`src/rtl/onehot_monitor.sv`:
```
// Receive-side checker for a rotating one-hot ring counter: decodes the sample,
// tracks sequence lock (HUNT/SYNC/LOCKED) and counts sequence errors while locked.
module onehot_monitor #(
  parameter int WIDTH  = 8,
  parameter int IDXW   = 3,
  parameter int LOCK_N = 4,
  parameter int ERRW   = 8
) (
  input  logic             CLK,
  input  logic             RST,
  input  logic [WIDTH-1:0] onehot_in,
  input  logic             in_valid,
  input  logic             clr_err,
  output logic [IDXW-1:0]  index,
  output logic             index_valid,
  output logic             illegal,
  output logic             locked,
  output logic             err_pulse,
  output logic [ERRW-1:0]  err_count,
  output logic [1:0]       dbg_state
);

  typedef enum logic [1:0] {
    HUNT   = 2'd0,
    SYNC   = 2'd1,
    LOCKED = 2'd2
  } state_t;

  state_t          state_q, state_d;
  logic [IDXW-1:0] prev_q, prev_d;
  logic [3:0]      good_q, good_d;
  logic [3:0]      good_inc;
  logic [IDXW-1:0] idx;
  logic [IDXW-1:0] exp_idx;
  logic            legal;
  logic            correct;
  logic            seq_err;

  // Handshake: there is no ready; onehot_in is consumed on every rising CLK edge
  // where in_valid is 1, and every cycle with in_valid=0 leaves all state untouched.

  // A power-of-two vector has exactly one bit set.
  assign legal = (onehot_in != '0) && ((onehot_in & (onehot_in - WIDTH'(1))) == '0);

  always_comb begin
    idx = '0;
    for (int i = 0; i < WIDTH; i++) begin
      if (onehot_in[i]) idx = IDXW'(i);
    end
  end

  // WIDTH is a power of two, so the natural wrap of IDXW bits gives 7 -> 0.
  assign exp_idx  = prev_q + IDXW'(1);
  assign correct  = legal && (idx == exp_idx);
  assign good_inc = good_q + 4'd1;

  always_ff @(posedge CLK or negedge RST) begin
    if (!RST) begin
      state_q <= HUNT;
      prev_q  <= '0;
      good_q  <= '0;
    end else begin
      state_q <= state_d;
      prev_q  <= prev_d;
      good_q  <= good_d;
    end
  end

  always_comb begin
    state_d = state_q;
    prev_d  = prev_q;
    good_d  = good_q;
    seq_err = 1'b0;
    if (in_valid) begin
      unique case (state_q)
        HUNT: begin
          if (legal) begin
            state_d = SYNC;
            prev_d  = idx;
            good_d  = '0;
          end
        end
        SYNC: begin
          if (correct) begin
            prev_d = idx;
            good_d = good_inc;
            if (good_inc == 4'(LOCK_N)) state_d = LOCKED;
          end else if (legal) begin
            prev_d = idx;
            good_d = '0;
          end else begin
            state_d = HUNT;
          end
        end
        LOCKED: begin
          if (correct) begin
            prev_d = idx;
          end else if (legal) begin
            seq_err = 1'b1;
            state_d = SYNC;
            prev_d  = idx;
            good_d  = '0;
          end else begin
            seq_err = 1'b1;
            state_d = HUNT;
          end
        end
        default: state_d = HUNT;
      endcase
    end
  end

  // Clear is applied before counting, so a simultaneous error leaves the count at 1.
  always_ff @(posedge CLK or negedge RST) begin
    if (!RST) begin
      index       <= '0;
      index_valid <= 1'b0;
      illegal     <= 1'b0;
      err_pulse   <= 1'b0;
      err_count   <= '0;
    end else begin
      index_valid <= in_valid && legal;
      illegal     <= in_valid && !legal;
      err_pulse   <= seq_err;
      if (in_valid && legal) index <= idx;
      if (clr_err) begin
        err_count <= seq_err ? ERRW'(1) : '0;
      end else if (seq_err && (err_count != '1)) begin
        err_count <= err_count + ERRW'(1);
      end
    end
  end

  assign locked    = (state_q == LOCKED);
  assign dbg_state = state_q;

endmodule

```
`config.mk`:
```
export PLATFORM = sky130hd
export DESIGN_NAME = onehot_monitor
export DESIGN_NICKNAME = d
export VERILOG_FILES = /design/src/rtl/onehot_monitor.sv
export SDC_FILE = /design/constraint.sdc
export NUM_CORES = 1
export LEC_CHECK = 0
export ABC_AREA = 1
export BUFFER_PORTS_ARGS = -buffer_cell sky130_fd_sc_hd__buf_2
export CORE_ASPECT_RATIO = 0.5
export CORE_UTILIZATION = 49
export CTS_CLUSTER_SIZE = 12
export DETAILED_ROUTE_END_ITERATION = 8
export GPL_TIMING_DRIVEN = 0
export PLACE_DENSITY = 0.75
export SYNTH_ARGS = -nofsm -noshare
export SYNTH_HDL_FRONTEND = slang
export SYNTH_SLANG_ARGS = --single-unit
```
`constraint.sdc`:
```
create_clock -name CLK -period 1.5 [get_ports CLK]
set_input_delay 0.075 -clock CLK [delete_from_list [all_inputs] [get_ports CLK]]
set_output_delay 0.075 -clock CLK [all_outputs]
set_load 0.02 [all_outputs]
```
==> impl_metrics.env, run 1 <==
export IMPL_instances_no_fill=271
export IMPL_drv_cap=0
export IMPL_cp_start_kind="flip-flop"
export IMPL_drc_errors=0
export IMPL_antenna_cells=0
export IMPL_preCtsSetupSlack_ns=-0.1664
export IMPL_maxSlewHeadroom_pct=64.49
export IMPL_setup_viol=14
export IMPL_coreArea_sq_um=2749
export IMPL_rsz0062_at_grt="yes"
export IMPL_rrSetupSlack_ns=-0.12
export IMPL_gp_congestion=0.7898
export IMPL_path_max_fanout=5
export IMPL_grt_max_degree=24
export IMPL_fmax_ghz=0.6188
export IMPL_worst_pin_slew_ns=0.5326
export IMPL_cts_tree="done"
export IMPL_area_delta_synth_final_pct=23.56
export IMPL_peakVddDrop_uv=443.4
export IMPL_hold_path_class="in -> reg"
export IMPL_crit_required_ns=1.70
export IMPL_synth_area_sq_um=1498
export IMPL_ys_ff_latch=23
export IMPL_fin_nets=250
export IMPL_drtIter0Drc=30
export IMPL_skew_ns=0.0008154
export IMPL_cp_data_arrival_time_ns=1.82
export IMPL_overflow=0
export IMPL_yosysWarnings=0
export IMPL_cts_buffer_depth=2
export IMPL_drv_slew=0
export IMPL_firstDrtPassIters=4
export IMPL_whs_ns=0.06419
export IMPL_die_area_sq_um=3295
export IMPL_synth_fp_nets=213
export IMPL_ios=29
export IMPL_cts_buffers=3
export IMPL_antenna_left=0
export IMPL_first_global_vias=1213
export IMPL_cts_sink_count=23
export IMPL_drive_gt1_share_pct=33.33
export IMPL_reg2regPathDepth=10
export IMPL_rr_endpoint="good_q[2]$_DFFE_PN0P_"
export IMPL_hp_start="in_valid"
export IMPL_violations="setup timing"
export IMPL_power_density_nw_per_um2=929.2
export IMPL_grt_pass1_wl_mm=5.112
export IMPL_p_leak_nw=0.9587
export IMPL_clkTransAtPathRegs_ns=0.08
export IMPL_via_per_inst=5.030
export IMPL_portBuffers=27
export IMPL_fin_util_pct=67.32
export IMPL_dp_hpwl_mm=2.286
export IMPL_dpl_cell_count=262
export IMPL_min_period_over_period_pct=107.7
export IMPL_post_route_min_period_ns=1.616
export IMPL_ys_types=27
export IMPL_num_vias=1363
export IMPL_drt_total_wl_mm=3.169
export IMPL_clock_root_buffer="clkbuf_8"
export IMPL_cp_end_kind="flip-flop"
export IMPL_synth_seq_area_share_pct=38.43
export IMPL_die_h_um=41.10
export IMPL_holdPathEnd="illegal$_DFF_PN0_"
export IMPL_timing_final_ws_setup_ns=-0.1160
export IMPL_hold_viol=0
export IMPL_htreeDepth=1
export IMPL_die_x_um=80.19
export IMPL_antenna_found_initial=0
export IMPL_critPathKind="reg -> reg"
export IMPL_outcome="finished, violations left"
export IMPL_rows=13
export IMPL_initial_core_util_pct=54.48
export IMPL_synthCells=198
export IMPL_syn_avg_cell_area_sq_um=7.564
export IMPL_clk_latency_ns=0.26
export IMPL_wire_per_inst_um=11.69
export IMPL_grt_usage_pct=21.51
export IMPL_hold_depth=3
cells in the final DEF (no fill, tap or decap), types with 3 or more instances in the layout:
cell,instances
inv_2,6
o21ai_0,3
nand2_1,53
nor2_1,18
buf_4,3
dfrtp_1,20
xor2_1,7
o21ai_2,4
nand4_1,3
a21oi_1,3
nor2_4,6
nand2_4,3
inv_1,16
dfrtp_2,3
nand2_2,10
nand3_2,4
buf_2,27
clkbuf_8,3
a31oi_1,3
nand3_1,19
kinds of logic (layout without fill, tap and decap cells):
kind of cell             count (synthesis)  count (layout)  share of synthesized area, %
flip-flops                              23              23                         38.43
XOR/XNOR                                 9               9                         5.263
buffers and inverters                   24              59                         6.015
adder cells (fa/ha/maj)                  3               3                         2.507
AO/OA/AOI/OAI                           14              14                         6.683
AND/OR/NAND/NOR                        125             126                         41.10
worst max path at each step:
stage | start | endpoint
after detailed placement | flip-flop | err_count[0]$_DFFE_PN0P_
after global routing | flip-flop | good_q[3]$_DFFE_PN0P_
final | flip-flop | good_q[2]$_DFFE_PN0P_
after CTS | flip-flop | err_count[0]$_DFFE_PN0P_
after floorplan | flip-flop | err_count[0]$_DFFE_PN0P_
after global placement | flip-flop | err_count[6]$_DFFE_PN0P_
layout make-up:
class / count / area [sq um]
Timing Repair Buffer: 31 / 167.7
Tap cell: 37 / 46.29
Fill cell: 224 / 898.4
Buffer: 1 / 3.754
Clock buffer: 4 / 45.04
Inverter: 23 / 86.33
Multi-Input combinational cell: 152 / 922.1
Sequential cell: 23 / 579.3
critical path, stage by stage (launching register included):
cell     delay, ns
dfrtp_1       0.42
ha_4          0.18
xor2_1        0.15
nand2_1       0.07
nand2_2       0.06
nor2_4        0.13
buf_4         0.15
nand4_4       0.15
nand2_4       0.10
inv_2         0.05
o21ai_2       0.09
synth_stat cells:
master,instances,area (sq um)
clkbuf_1,1,3.750
ha_1,3,37.54
nand2_4,1,11.26
nand3_1,22,110.1
nor2_1,19,71.32
o21ai_2,4,35.03
nand3_4,2,35.03
clkinv_1,1,3.750
o21ai_0,3,15.01
nor2_2,3,18.77
or2_1,1,6.260
nand4_2,1,12.51
nand2_1,57,214.0
dfrtp_1,23,575.6
nor2_4,4,45.04
a21oi_1,3,15.01
inv_1,17,63.81
inv_2,5,18.77
xor2_1,7,61.31
a31oi_1,3,18.77
nor4_1,1,6.260
nor3_1,2,10.01
a21oi_4,1,16.27
or2_2,1,6.260
nand2_2,8,50.05
xnor2_1,2,17.52
nand4_1,3,18.77
power by group:
group / total [mW] / leakage, nW / switching, mW / internal [mW]
registers: 0.773 / 0.295 / 0.0835 / 0.689
logic: 0.554 / 0.641 / 0.333 / 0.221
clock network: 0.392 / 0.0228 / 0.203 / 0.190
stage by stage:
step	instance area [sq um]	power [mW]	TNS, ns
floorplan	1531	1.140	0
global placement	1713	1.251	-1.260
detailed placement	1713	1.271	-1.695
CTS	1819	1.715	-1.288
global route	1851	1.828	-2.494
finish	1851	1.720	-1.392
routing by layer:
layer / track usage (%) / wire, um
met1: 23.97 / 1431
met2: 43.16 / 1591
met3: 5.556 / 132
met4: 5.804 / 14
met5: 0 / 0
timing repair:
action,in CTS,in global routing
endpoints found under the setup margin,14,14
endpoints found under the hold margin,23,0
hold buffers,1,0
gates resized for setup,6,5
buffers inserted,2,1
cloned,1,0
pin swaps,4,1
Power figures use the tool's default switching activity.
==> run 2, diff against run 1 <==
--- a/config.mk
+++ b/config.mk
@@ -8,11 +8,10 @@
 export ABC_AREA = 1
 export BUFFER_PORTS_ARGS = -buffer_cell sky130_fd_sc_hd__buf_2
 export CORE_ASPECT_RATIO = 0.5
-export CORE_UTILIZATION = 49
+export CORE_UTILIZATION = 54
 export CTS_CLUSTER_SIZE = 12
 export DETAILED_ROUTE_END_ITERATION = 8
-export GPL_TIMING_DRIVEN = 0
-export PLACE_DENSITY = 0.75
+export PLACE_DENSITY = 0.78
 export SYNTH_ARGS = -nofsm -noshare
 export SYNTH_HDL_FRONTEND = slang
 export SYNTH_SLANG_ARGS = --single-unit
==> constraint.sdc (replaced) <==
create_clock -name CLK -period 1.7 [get_ports CLK]
set_input_delay 0.085 -clock CLK [delete_from_list [all_inputs] [get_ports CLK]]
set_output_delay 0.085 -clock CLK [all_outputs]
set_load 0.02 [all_outputs]
==> run 2 against run 1 <==
Compared with the run above:
- the run now ends clean
- non-clock buffer count grew 4
- combinational power shrank 9.2%
- die area shrank 8.9%
- count of clock-buffer cells in the layout is the same
- maximum frequency shrank 1.3%
- power shrank 12%
- worst setup slack gained 0.18 ns
- via count grew 4.3%
- global-route usage grew 1.6 points
- sequential cell count is the same
- largest cell class unchanged
- highest routed layer unchanged
==> impl_metrics.env, run 2 (synthesis gave the netlist of run 1 again) <==
export IMPL_outcome="completed"
export IMPL_power_frac_seq_pct=43.8
export IMPL_p_switching_mw=0.5339
export IMPL_die_x_um=76.48
export IMPL_initial_core_util_pct=57.19
export IMPL_worst_pin_slew_ns=0.5158
export IMPL_grt_pass1_wl_mm=5.106
export IMPL_hold_viol=0
export IMPL_antenna_left=0
export IMPL_portBuffers=28
export IMPL_critPathKind="reg -> reg"
export IMPL_hold_path_class="in -> reg"
export IMPL_clk_latency_ns=0.27
export IMPL_die_area_sq_um=3001
export IMPL_num_vias=1422
export IMPL_firstDrtPassIters=4
export IMPL_drv_slew=0
export IMPL_fin_util_pct=70.38
export IMPL_final_common_cell="nand2_1"
export IMPL_power_density_nw_per_um2=818.1
export IMPL_drt_total_wl_mm=3.268
export IMPL_p_clk_share_pct=22.9
export IMPL_htreeDepth=1
export IMPL_cts_buffers=3
export IMPL_fmax_ghz=0.6106
export IMPL_drc_errors=0
export IMPL_min_period_over_period_pct=96.34
export IMPL_first_global_vias=1183
export IMPL_rsz0062_at_grt="yes"
export IMPL_path_max_fanout=7
export IMPL_cp_start_kind="flip-flop"
export IMPL_preCtsSetupSlack_ns=-0.01250
export IMPL_clkTransAtPathRegs_ns=0.08
export IMPL_hold_depth=3
export IMPL_skew_ns=0.002151
export IMPL_grt_max_degree=24
export IMPL_via_per_inst=5.171
export IMPL_mostFrequentLayoutCells="nand2_1, buf_2, dfrtp_1, nand3_1, nor2_1"
export IMPL_crit_required_ns=1.86
export IMPL_p_leak_nw=0.9718
export IMPL_drv_cap=0
export IMPL_n_fill_cell=222
export IMPL_peakVddDrop_uv=407.4
export IMPL_drtIter0Drc=54
export IMPL_cts_tree="done"
export IMPL_comb_power_share_pct=33.4
export IMPL_p_int_mw=0.9738
export IMPL_die_h_um=39.24
export IMPL_coreArea_sq_um=2619
export IMPL_timing_final_ws_setup_ns=0.06217
export IMPL_ios=29
export IMPL_overflow=0
export IMPL_rows=13
export IMPL_antenna_found_initial=0
export IMPL_setup_viol=0
export IMPL_swShare_pct=35.41
export IMPL_wire_per_inst_um=11.88
export IMPL_area_delta_synth_final_pct=23.06
export IMPL_cp_end_kind="flip-flop"
export IMPL_cts_buffer_depth=2
export IMPL_rrSetupSlack_ns=0.06
export IMPL_grt_usage_pct=23.13
export IMPL_fin_nets=254
export IMPL_gp_congestion=0.7952
export IMPL_clock_root_buffer="clkbuf_8"
export IMPL_post_route_min_period_ns=1.638
export IMPL_cts_sink_count=23
export IMPL_drive_gt1_share_pct=33.19
export IMPL_dp_hpwl_mm=2.359
export IMPL_maxSlewHeadroom_pct=65.62
export IMPL_cp_data_arrival_time_ns=1.80
export IMPL_antenna_cells=0
export IMPL_reg2regPathDepth=10
## run 2: cell types whose count changed in the layout (fill, tap and decap cells not counted), moves of 2 or more
cell	change
nor2_4	-2
nand2_2	+4
buf_4	+4
nand3_1	+2
nand3_2	-2
nand2_1	-3
dfrtp_2	-3
dfrtp_1	+3
## run 2: layout make-up
| cell class | instances | area [sq um] | share of cell area [%] |
|---|---|---|---|
| tap | 37 | 46.29 | 2.512 |
| timing repair buffer | 36 | 202.7 | 11.00 |
| inverter | 23 | 86.33 | 4.684 |
| sequential | 23 | 575.6 | 31.23 |
| multi-input combinational | 152 | 887.1 | 48.13 |
| clock buffer | 4 | 45.04 | 2.444 |
## run 2: through the flow
step | setup TNS (ns) | cells | cell area, sq um | hold WS, ns | power [mW]
2_1_floorplan | 0 | 198 | 1498 | -0.2106 | 0.9825
3_3_place_gp | 0 | 268 | 1725 | 0.07745 | 1.113
3_5_place_dp | -0.01664 | 268 | 1725 | 0.09291 | 1.132
4_1_cts | 0 | 273 | 1785 | 0.07419 | 1.480
5_1_grt | -0.3815 | 275 | 1843 | 0.1144 | 1.594
6_report | 0 | 275 | 1843 | 0.07757 | 1.508
## run 2: layer usage
metal  track usage (%)  vias to the layer above  part of all wire (%)
met2             44.37                       44                    49
met3             5.412                        8                   4.6
met1             25.78                      651                    44
met4             10.58                        0                   2.1
li1                  -                      719                     -
met5                 0                        -                     0
## run 2: power groups by stage
stage / Combinational, mW / Clock [mW] / Sequential, mW
2_1_floorplan: 0.261 / 0 / 0.721
3_3_place_gp: 0.455 / 0 / 0.658
3_5_place_dp: 0.468 / 0 / 0.664
4_1_cts: 0.471 / 0.355 / 0.654
5_1_grt: 0.565 / 0.364 / 0.665
6_report: 0.503 / 0.345 / 0.660
## run 2: final timing paths
| path | startpoint | end |
|---|---|---|
| max | flip-flop | err_count[6]$_DFFE_PN0P_ |
| min | in_valid | illegal$_DFF_PN0_ |
| max reg2reg | flip-flop | err_count[6]$_DFFE_PN0P_ |
| min reg2reg | index[2]$_DFFE_PN0P_ | index[2]$_DFFE_PN0P_ |
| max in group asynchronous | RST | asynchronous set/reset pin |
| min in group asynchronous | RST | err_count[1]$_DFFE_PN0P_ |
## run 2: what timing repair did
item	in CTS	in global routing
setup buffers	0	1
setup endpoints to repair	7	14
gates resized for setup	1	11
gates cloned	0	1
hold buffers	1	0
endpoints found under the hold margin	23	0
pin swaps	1	5
## run 2: critical path, cell delays in order, from the launching register on
cell	delay, ns
dfrtp_1	0.42
ha_4	0.18
xor2_1	0.15
nand2_1	0.07
nand2_2	0.06
nor2_4	0.17
nand3_4	0.13
nand3_4	0.12
nand2_4	0.10
nand2_1	0.08
nand2_1	0.05
==> run 3, diff against run 2 <==
--- a/config.mk
+++ b/config.mk
@@ -5,7 +5,7 @@
 export SDC_FILE = /design/constraint.sdc
 export NUM_CORES = 1
 export LEC_CHECK = 0
-export ABC_AREA = 1
+export ABC_AREA = 0
 export BUFFER_PORTS_ARGS = -buffer_cell sky130_fd_sc_hd__buf_2
 export CORE_ASPECT_RATIO = 0.5
 export CORE_UTILIZATION = 54
==> run 3 against run 2 <==
Compared with the run above:
- the flow now finishes with violations (setup timing)
- sequential cell count did not move
- sequential power is 5.5% lower
- clock power down 1%
- combinational power fell by 27%
- core utilization increased by 11 points
- synthesized area down 2.2%
- power decreased by 12%
- clock skew up 0.0026 ns
- count of clock-buffer cells in the layout is the same
- via count fell by 5.2%
- design area up 5.2%
- wire length rose by 0.24%
==> impl_metrics.env, run 3 <==
export IMPL_rsz0062_at_grt="yes"
export IMPL_clk_latency_ns=0.26
export IMPL_antenna_found_initial=0
export IMPL_place_area_sq_um=1861
export IMPL_worst_pin_slew_ns=0.5064
export IMPL_max_stage_delay_ns=0.39
export IMPL_cts_buffers=3
export IMPL_synthCells=153
export IMPL_cts_tree="done"
export IMPL_num_vias=1348
export IMPL_dp_hpwl_mm=2.373
export IMPL_hold_path_class="in -> reg"
export IMPL_syn_avg_cell_area_sq_um=9.576
export IMPL_cts_buffer_depth=2
export IMPL_overflow=0
export IMPL_synth_seq_area_share_pct=39.28
export IMPL_drv_cap=0
export IMPL_whs_ns=0.1417
export IMPL_min_period_over_period_pct=111.7
export IMPL_yosysTopAreaCell="dfrtp_1"
export IMPL_synthTopCellsByArea="dfrtp_1, mux2_2, nor2b_1"
export IMPL_skew_ns=0.004737
export IMPL_setup_viol=14
export IMPL_synth_fp_nets=168
export IMPL_fin_nets=222
export IMPL_die_x_um=75.67
export IMPL_wire_per_inst_um=13.59
export IMPL_peakVddDrop_uv=335.1
export IMPL_initial_core_util_pct=61.37
export IMPL_antenna_cells=0
export IMPL_critical_path_cell_chain="ha_2, xnor2_2, xnor2_2, nand3_2, nor3b_4, buf_12, a21oi_2, mux2_4"
export IMPL_yosysMostFrequentCell="dfrtp_1"
export IMPL_grt_pass1_wl_mm=5.423
export IMPL_post_route_min_period_ns=1.899
export IMPL_hold_viol=0
export IMPL_coreArea_sq_um=2387
export IMPL_power_density_nw_per_um2=686.3
export IMPL_p_total_mw=1.331
export IMPL_cp_data_arrival_time_ns=2.06
export IMPL_crit_required_ns=1.86
export IMPL_first_global_vias=1283
export IMPL_outcome="finished, violations left"
export IMPL_drt_total_wl_mm=3.276
export IMPL_cts_sink_count=23
export IMPL_crit_path_frequent_cell="xnor2_2"
export IMPL_ys_top_cells_by_count="dfrtp_1, nor2_1, nand2_1"
export IMPL_path_max_fanout=14
export IMPL_ys_ff_latch=23
export IMPL_critPathKind="reg -> reg"
export IMPL_grt_usage_pct=25.93
export IMPL_final_common_cell="buf_2"
export IMPL_yosysWarnings=0
export IMPL_p_leak_nw=0.9021
export IMPL_mostFrequentLayoutCells="buf_2, buf_4, dfrtp_1, nor2_1, nand2_1"
export IMPL_synth_enable_flop_cells=0
export IMPL_die_h_um=38.83
export IMPL_ys_async_sr_fraction_pct=100.0
export IMPL_ios=29
export IMPL_fin_util_pct=81.24
export IMPL_firstDrtPassIters=4
export IMPL_clkTransAtPathRegs_ns=0.08
export IMPL_n_fill_cell=168
export IMPL_drtIter0Drc=35
export IMPL_cpMaxStageDelayCell="dfrtp_1"
export IMPL_cp_start_kind="flip-flop"
export IMPL_rows=12
export IMPL_timing_final_ws_setup_ns=-0.1995
export IMPL_gp_congestion=0.8269
export IMPL_fin_area_sq_um=1939
export IMPL_synth_top_cell_area_share_pct=39.28
export IMPL_synth_area_sq_um=1465
export IMPL_ys_types=46
export IMPL_fmax_ghz=0.5265
export IMPL_area_delta_synth_final_pct=32.37
export IMPL_synth_main_ff_cell="dfrtp_1"
export IMPL_maxSlewHeadroom_pct=65.78
export IMPL_drv_slew=0
export IMPL_portBuffers=28
export IMPL_die_area_sq_um=2938
export IMPL_path_delay_family="flip-flops"
export IMPL_drive_gt1_share_pct=41.26
export IMPL_instances_no_fill=241
export IMPL_grt_max_degree=24
export IMPL_cp_end_kind="flip-flop"
export IMPL_dpl_cell_count=235
export IMPL_antenna_left=0
export IMPL_cp_num_buf_inv=1
export IMPL_drc_errors=0
export IMPL_clock_root_buffer="clkbuf_8"
export IMPL_violations="setup timing"
export IMPL_via_per_inst=5.593
export IMPL_htreeDepth=1
[run 3: cell count changes in the layout (fill, tap and decap cells not counted), moves of 5 or more]
| cell | change |
|---|---|
| nor2b_1 | +8 |
| nor2_1 | -5 |
| inv_1 | -12 |
| buf_4 | +17 |
| nand3_1 | -12 |
| xor2_1 | -6 |
| nand2_2 | -14 |
| nand2b_1 | +6 |
| inv_2 | -5 |
| nand2_1 | -37 |
| mux2_2 | +7 |
[run 3: stage by stage]
step           setup WS, ns  TNS (ns)
2_1_floorplan       -0.2324    -1.182
3_3_place_gp        -0.2090    -2.046
3_5_place_dp        -0.2349    -2.404
4_1_cts             -0.2326    -2.482
5_1_grt             -0.2823    -3.359
6_report            -0.1995    -2.022
[run 3: path summary, 6_finish.rpt]
| kind | start | endpoint | slack [ns] | cells past startpoint |
|---|---|---|---|---|
| min | clr_err | err_count[6]$_DFFE_PN0P_ | 0.14 | 2 |
| min reg2reg | index[2]$_DFFE_PN0P_ | index[2]$_DFFE_PN0P_ | 0.48 | 2 |
| max | flip-flop | err_count[3]$_DFFE_PN0P_ | -0.20 | 8 |
| min in group asynchronous | RST | err_count[2]$_DFFE_PN0P_ | 0.31 | 2 |
| max reg2reg | flip-flop | err_count[3]$_DFFE_PN0P_ | -0.20 | 8 |
| max in group asynchronous | RST | err_count[0]$_DFFE_PN0P_ | 1.02 | 2 |
[run 3: cell families (layout without fill, tap and decap cells)]
family | Yosys count | count (layout) | share of synthesized area (%)
mux | 9 | 9 | 6.832
buf+inv | 10 | 63 | 3.245
fa+ha+maj | 3 | 3 | 2.562
simple gates | 72 | 72 | 29.29
compound gates | 32 | 32 | 16.40
xor+xnor | 4 | 4 | 2.392
flops | 23 | 23 | 39.28
[run 3: repair_timing]
action | in CTS | in global routing
setup buffers | 1 | 0
hold endpoints to repair | 23 | 0
pin swaps | 2 | 0
resized for setup | 1 | 2
endpoints found under the setup margin | 15 | 15
hold buffers | 1 | 0
[run 3: worst register-to-register path, stage by stage (launching register included)]
cell and delay (ns):
dfrtp_1 0.39, ha_2 0.20, xnor2_2 0.14, xnor2_2 0.19, nand3_2 0.12, nor3b_4 0.24
buf_12 0.17, a21oi_2 0.06, mux2_4 0.29
[run 3: area by class of cell]
cell class	count	area, sq um	area share [%]
sequential	23	578.1	29.81
multi-input combinational	120	903.4	46.58
tap	35	43.79	2.258
timing repair buffer	54	350.3	18.06
clock buffer	4	45.04	2.323
inverter	5	18.77	0.9677
[run 3: report_power, final]
part	leakage, nW	internal [mW]	switching [mW]
Combinational	0.571	0.171	0.196
Sequential	0.308	0.590	0.0341
Clock	0.0228	0.167	0.172
Total	0.902	0.928	0.403
[run 3: metal layers]
metal | track usage (%) | up-vias | share of wire, %
li1 | - | 659 | -
met1 | 30.59 | 650 | 46
met2 | 47.77 | 32 | 49
met3 | 5.469 | 7 | 3.6
met4 | 9.259 | 0 | 1.3
met5 | 0 | - | 0
